==> config.mk <==
export PLATFORM = sky130hd
export DESIGN_NAME = adder_nbits_pipeline_sel
export DESIGN_NICKNAME = d
export VERILOG_FILES = /design/src/rtl/adder_nbits_pipeline_sel_pkg.sv /design/src/rtl/adder_nbits_pipeline_sel_seg_stage.sv /design/src/rtl/adder_nbits_pipeline_sel.sv
export SDC_FILE = /design/constraint.sdc
export NUM_CORES = 1
export LEC_CHECK = 0
export BUFFER_PORTS_ARGS = -buffer_cell sky130_fd_sc_hd__clkbuf_2
export CELL_PAD_IN_SITES_DETAIL_PLACEMENT = 0
export CELL_PAD_IN_SITES_GLOBAL_PLACEMENT = 2
export CORE_MARGIN = 2
export CORE_UTILIZATION = 29
export CTS_BUF_LIST = sky130_fd_sc_hd__clkbuf_2
export DETAILED_ROUTE_END_ITERATION = 8
export PLACE_DENSITY = 0.95
export SYNTH_ARGS = -nofsm -noshare
export SYNTH_HDL_FRONTEND = slang
export SYNTH_SLANG_ARGS = --single-unit
export TNS_END_PERCENT = 20
==> constraint.sdc <==
create_clock -name CLK -period 1.65 [get_ports CLK]
set_input_delay 0.33 -clock CLK [delete_from_list [all_inputs] [get_ports CLK]]
set_output_delay 0.33 -clock CLK [all_outputs]
set_load 0.01 [all_outputs]
==> src/rtl/adder_nbits_pipeline_sel_pkg.sv <==
// adder_pkg: mode-selection constants shared by the adder_nbits_pipeline_sel slice.
// Rev 1.0
`default_nettype none

package adder_pkg;

  localparam int HIGH_SPEED_MHZ = 150;

  function automatic bit is_high_mode(input int freq);
    return freq > HIGH_SPEED_MHZ;
  endfunction

endpackage

`default_nettype wire

==> src/rtl/adder_nbits_pipeline_sel_seg_stage.sv <==
// adder_seg_stage: SEG-bit registered segment adder with carry in/out and enable.
// Rev 1.0
`default_nettype none

module adder_seg_stage #(
  parameter int SEG = 4
) (
  input  logic           clk_i,
  input  logic           rst_ni,
  input  logic           en_i,
  input  logic [SEG-1:0] a_i,
  input  logic [SEG-1:0] b_i,
  input  logic           cin_i,
  output logic [SEG-1:0] sum_o,
  output logic           cout_o
);

  logic [SEG:0]   sum_d;
  logic [SEG-1:0] sum_q;
  logic           cout_q;

  always_comb begin
    sum_d = {1'b0, a_i} + {1'b0, b_i} + {{SEG{1'b0}}, cin_i};
  end

  always_ff @(posedge clk_i or negedge rst_ni) begin
    if (!rst_ni) begin
      sum_q  <= '0;
      cout_q <= 1'b0;
    end else if (en_i) begin
      sum_q  <= sum_d[SEG-1:0];
      cout_q <= sum_d[SEG];
    end
  end

  assign sum_o  = sum_q;
  assign cout_o = cout_q;

endmodule

`default_nettype wire

==> src/rtl/adder_nbits_pipeline_sel.sv <==
// adder_nbits_pipeline_sel: valid/ready N-bit adder, single register below HIGH_SPEED_MHZ,
// carry-segmented STAGES-deep pipeline above it. Define ADDER_OVF_EN for the ovf output. Rev 1.0
`default_nettype none

module adder_nbits_pipeline_sel
  import adder_pkg::*;
#(
  parameter int WIDTH           = 16,
  parameter int STAGES          = 4,
  parameter int CLOCK_FREQUENCY = 100
) (
  input  logic             CLK,
  input  logic             RST,
  input  logic             in_valid,
  output logic             in_ready,
  input  logic [WIDTH-1:0] a,
  input  logic [WIDTH-1:0] b,
  input  logic             cin,
  output logic             out_valid,
  input  logic             out_ready,
  output logic [WIDTH-1:0] sum,
  output logic             c
`ifdef ADDER_OVF_EN
  ,
  output logic             ovf
`endif
);

  localparam bit HIGH_MODE = is_high_mode(CLOCK_FREQUENCY);
  localparam int DEPTH     = HIGH_MODE ? STAGES : 1;
  localparam int SEG       = WIDTH / DEPTH;

  logic             en;
  logic             accept;
  logic [DEPTH-1:0] valid_q;
  logic [DEPTH-1:0] valid_d;
  logic [SEG-1:0]   seg_sum [DEPTH];
  logic             seg_carry [DEPTH];
  logic [SEG-1:0]   out_seg [DEPTH];

  // A single global enable freezes every stage, so bubbles keep their slots while stalled.
  assign en        = ~out_valid | out_ready;
  assign in_ready  = en;
  assign accept    = in_valid & en;
  assign out_valid = valid_q[DEPTH-1];

  always_comb begin
    valid_d    = valid_q;
    valid_d[0] = accept;
    for (int k = 1; k < DEPTH; k++) begin
      valid_d[k] = valid_q[k-1];
    end
  end

  always_ff @(posedge CLK or negedge RST) begin
    if (!RST) begin
      valid_q <= '0;
    end else if (en) begin
      valid_q <= valid_d;
    end
  end

  for (genvar k = 0; k < DEPTH; k++) begin : g_stage
    localparam int ALIGN = DEPTH - 1 - k;

    logic [SEG-1:0] a_seg;
    logic [SEG-1:0] b_seg;
    logic           stage_cin;

    if (k == 0) begin : g_first
      assign a_seg     = a[SEG-1:0];
      assign b_seg     = b[SEG-1:0];
      assign stage_cin = cin;
    end else begin : g_skew
      // Segment k waits k cycles so it meets the carry produced for the same operand.
      logic [SEG-1:0] a_sk_q [k];
      logic [SEG-1:0] b_sk_q [k];

      always_ff @(posedge CLK or negedge RST) begin
        if (!RST) begin
          for (int i = 0; i < k; i++) begin
            a_sk_q[i] <= '0;
            b_sk_q[i] <= '0;
          end
        end else if (en) begin
          a_sk_q[0] <= a[k*SEG +: SEG];
          b_sk_q[0] <= b[k*SEG +: SEG];
          for (int i = 1; i < k; i++) begin
            a_sk_q[i] <= a_sk_q[i-1];
            b_sk_q[i] <= b_sk_q[i-1];
          end
        end
      end

      assign a_seg     = a_sk_q[k-1];
      assign b_seg     = b_sk_q[k-1];
      assign stage_cin = seg_carry[k-1];
    end

    adder_seg_stage #(
      .SEG (SEG)
    ) u_stage (
      .clk_i  (CLK),
      .rst_ni (RST),
      .en_i   (en),
      .a_i    (a_seg),
      .b_i    (b_seg),
      .cin_i  (stage_cin),
      .sum_o  (seg_sum[k]),
      .cout_o (seg_carry[k])
    );

    if (ALIGN == 0) begin : g_no_align
      assign out_seg[k] = seg_sum[k];
    end else begin : g_align
      // Finished low segments wait for the upper segments of the same operand.
      logic [SEG-1:0] al_q [ALIGN];

      always_ff @(posedge CLK or negedge RST) begin
        if (!RST) begin
          for (int i = 0; i < ALIGN; i++) begin
            al_q[i] <= '0;
          end
        end else if (en) begin
          al_q[0] <= seg_sum[k];
          for (int i = 1; i < ALIGN; i++) begin
            al_q[i] <= al_q[i-1];
          end
        end
      end

      assign out_seg[k] = al_q[ALIGN-1];
    end
  end

  always_comb begin
    sum = '0;
    for (int k = 0; k < DEPTH; k++) begin
      sum[k*SEG +: SEG] = out_seg[k];
    end
  end

  assign c = seg_carry[DEPTH-1];

`ifdef ADDER_OVF_EN
  logic [DEPTH-1:0] a_msb_q;
  logic [DEPTH-1:0] b_msb_q;

  always_ff @(posedge CLK or negedge RST) begin
    if (!RST) begin
      a_msb_q <= '0;
      b_msb_q <= '0;
    end else if (en) begin
      a_msb_q[0] <= a[WIDTH-1];
      b_msb_q[0] <= b[WIDTH-1];
      for (int k = 1; k < DEPTH; k++) begin
        a_msb_q[k] <= a_msb_q[k-1];
        b_msb_q[k] <= b_msb_q[k-1];
      end
    end
  end

  assign ovf = (a_msb_q[DEPTH-1] == b_msb_q[DEPTH-1]) & (sum[WIDTH-1] != a_msb_q[DEPTH-1]);
`endif

endmodule

`default_nettype wire

==> run metrics <==
Post-DRT Antenna Nets=0; vias in the first global route=1299; Non-Filler Cell Area, Final=between 0.002 and 0.0025 sq mm; Clock Latency Late Sink=~290 ps; GPL Wtd Cong=0.818; Antenna diodes=0; largest cells by area after synthesis=dfrtp_1, ha_1, a21oi_1, a21o_1, nand2_1; CTS buffer count=3; initial antenna violation count=0; cell depth of the worst min-delay path=2; commonest non-fill, non-tap cell in the layout=clkbuf_2; Worst-path clk slew=160 ps; Worst R2R Path Depth=5; commonest cells after routing, fill and taps aside=clkbuf_2, buf_4, dfrtp_1; CP Class=input pin to register; met1 WL=roughly 1700 microns; slowest CP cell=fa_2; Mapped Area=roughly 0.0014 sq mm; r2r setup slk=just under 300 ps; H-tree depth=1; Slew Viols, Final=0; root buffer cell=clkbuf_2; IO Port Bufs=55; DP Wirelength=2830 microns; Static Leak=1.08 nW; r2r startpoint=out_valid$_DFFE_PN0N_; Layout fillers=479; first-pass GRT wire length=~5700 microns; CP Max Fanout=3; Critical Path AT=around 2500 ps; Worst path most repeated cell=fa_2; highest clock rate=441 MHz; Total Wirelength=3460 microns; failing checks=negative setup slack; Mapped Cells=around 150; Total GRT Usage=0.131; Hold Fails Final Rpt=0; fin crit period=2270 ps; Ports=56; status=finished, violations left; Most used DFF post-synth=dfrtp_1; post-synth top area cell=dfrtp_1; TritonCTS clock tree=built; Setup TNS=-3400 ps; routed wl met3=107 microns; CP Launch Type=input pin; worst min path class=input pin to register; initial core utilization=0.299; final setup fails=9; initial DRC count=between 50 and 60; fin util=0.445; PwrDens=approximately 720 mW/mm^2; via count=approximately 1400; Mapped Nets=206; area of the multi-input gates=971 sq um; Die Ht=between 70 and 80 microns; area post-placement=~0.0020 sq mm; Met2 Wirelength=around 1600 microns; Least-Margin Pin Slew=445 ps; die width=approximately 74 microns; fin cells=297; core area=~0.0047 sq mm; worst path cell trace=buf_6 -> fa_2 -> fa_2 -> a21o_1 -> a221oi_4 -> o21ai_2 -> a221oi_2 -> buf_4 -> xor2_1 -> a21oi_1; EDFF count, synth=0; clk_skew=between 0.6 and 0.7 ps; layout cell share with drive strength beyond 1=0.457; wire length per cell=11.6 microns; Highest Signal Layer=met3; Cell Rows=25; final worst slack=-620 ps; VDD IR max=around 0.28 mV; dpl cells=289; first-pass iteration count of the detailed router=4; # DRC=0; clock sinks=18; hold endpoint=out_valid$_DFFE_PN0N_; Tot Pwr=between 1.5 and 2 mW; largest net degree at the start of global routing=19; Yosys top cell area share=0.321; Syn Area/Cell=9.23 sq um; clk buf depth=2; Seq cells post-synth=18; relative slew slack=0.703; CP Capture Type=register; max cap viols=0; crit share post-route=1.38; register area=between 400 and 500 sq um; warnings from Yosys=0; unrepaired setup endpoints after global routing=true; post-synthesis sequential area ratio=0.321; asr flop ratio synth=1.00; total grt overflow=0; hold path start=in_valid; area grow syn2layout=48.9%; Crit Reg-Reg Endpoint=g_stage[0].u_stage.sum_o[15]$_DFFE_PN0N_; delay of the slowest cell on the worst path=around 400 ps; DR vias/cell=4.65; worst endpoint required time=1850 ps; die area=around 0.0054 sq mm; Cell variety after synth=43; fin nets=between 200 and 300
-- timing repair --
action | CTS | global route
buffers inserted | 0 | 3
pin swaps | 3 | 6
setup endpoints to repair | 9 | 14
endpoints found under the hold margin | 18 | 0
resized for setup | 2 | 4
hold buffers | 1 | 0
-- critical path, delay by kind of cell --
family / cells / cell delay [ps]
AOI/OAI and AO/OA: 5 / 980
xor gates and xnor gates: 1 / 150
adders and majority gates: 2 / 740
buffers and inverters: 2 / 260
-- synth_stat cells, types with 2 or more instances --
cell type  number
a211oi_1        2
a21o_1          9
a21oi_1        15
a221oi_2        2
and3_2          2
clkbuf_1        6
dfrtp_1        18
fa_1            2
ha_1           15
inv_1           2
nand2_1        16
nand3_1         2
nand4_1         3
nor2_1         10
nor2b_1         2
o21a_1          2
o21ai_0         7
o21ai_1         2
o21bai_1        2
o31ai_1         2
xnor2_1         4
xor2_1          6
-- area by class of cell --
| class | count | area share |
|---|---|---|
| repair buffers | 93 | 0.273 |
| flip-flops and latches | 18 | 0.216 |
| inverters | 3 | 0.00539 |
| clock buffers | 3 | 0.00719 |
| clock inverters | 1 | 0.00180 |
| well taps | 54 | 0.0324 |
| multi-input cells | 125 | 0.465 |
-- routing by layer --
| metal | global-route usage | vias up |
|---|---|---|
| met4 | 0.0364 | 0 |
| li1 | - | 741 |
| met1 | 0.194 | 610 |
| met3 | 0.00412 | 0 |
| met2 | 0.209 | 31 |
| met5 | 0 | - |
-- kinds of logic after synthesis --
| group | after synthesis | synth area share |
|---|---|---|
| compound gates | 54 | 0.270 |
| simple gates | 42 | 0.142 |
| flops | 18 | 0.321 |
| fa+ha+maj | 17 | 0.162 |
| xor+xnor | 10 | 0.0624 |
| buf+inv | 9 | 0.0241 |
| mux | 2 | 0.0178 |
-- how the worst max path moves through the flow --
stage          start                                  endpoint  slack, ps  cells after the start
2_1_floorplan   a[0]     g_stage[0].u_stage.cout_o$_DFFE_PN0N_       -710                      8
3_3_place_gp    a[0]     g_stage[0].u_stage.cout_o$_DFFE_PN0N_       -860                      9
3_5_place_dp    a[0]     g_stage[0].u_stage.cout_o$_DFFE_PN0N_       -900                      9
4_1_cts         a[0]     g_stage[0].u_stage.cout_o$_DFFE_PN0N_       -560                      9
5_1_grt          cin  g_stage[0].u_stage.sum_o[12]$_DFFE_PN0N_       -730                     10
6_report         cin  g_stage[0].u_stage.sum_o[12]$_DFFE_PN0N_       -620                     10
-- through the flow --
| stage | setup WS (ps) | hold slack (ps) |
|---|---|---|
| finish | -620 | 217 |
| global route | -730 | 212 |
| CTS | -564 | 208 |
| detailed placement | -901 | 300 |
| global placement | -862 | 297 |
| floorplan | -715 | 34.4 |
-- flip-flops by register name, summed over array words and instances, names as in the netlist --
signal	count
g_stage.u_stage.cout_o	1
g_stage.u_stage.sum_o	16
out_valid	1
-- report_power, final --
| part | switching, mW | internal (mW) |
|---|---|---|
| logic | 0.358 | 0.375 |
| registers | 0.0533 | 0.530 |
| clock network | 0.132 | 0.0527 |
| total | 0.544 | 0.957 |
(Power assumes the default switching activity.)
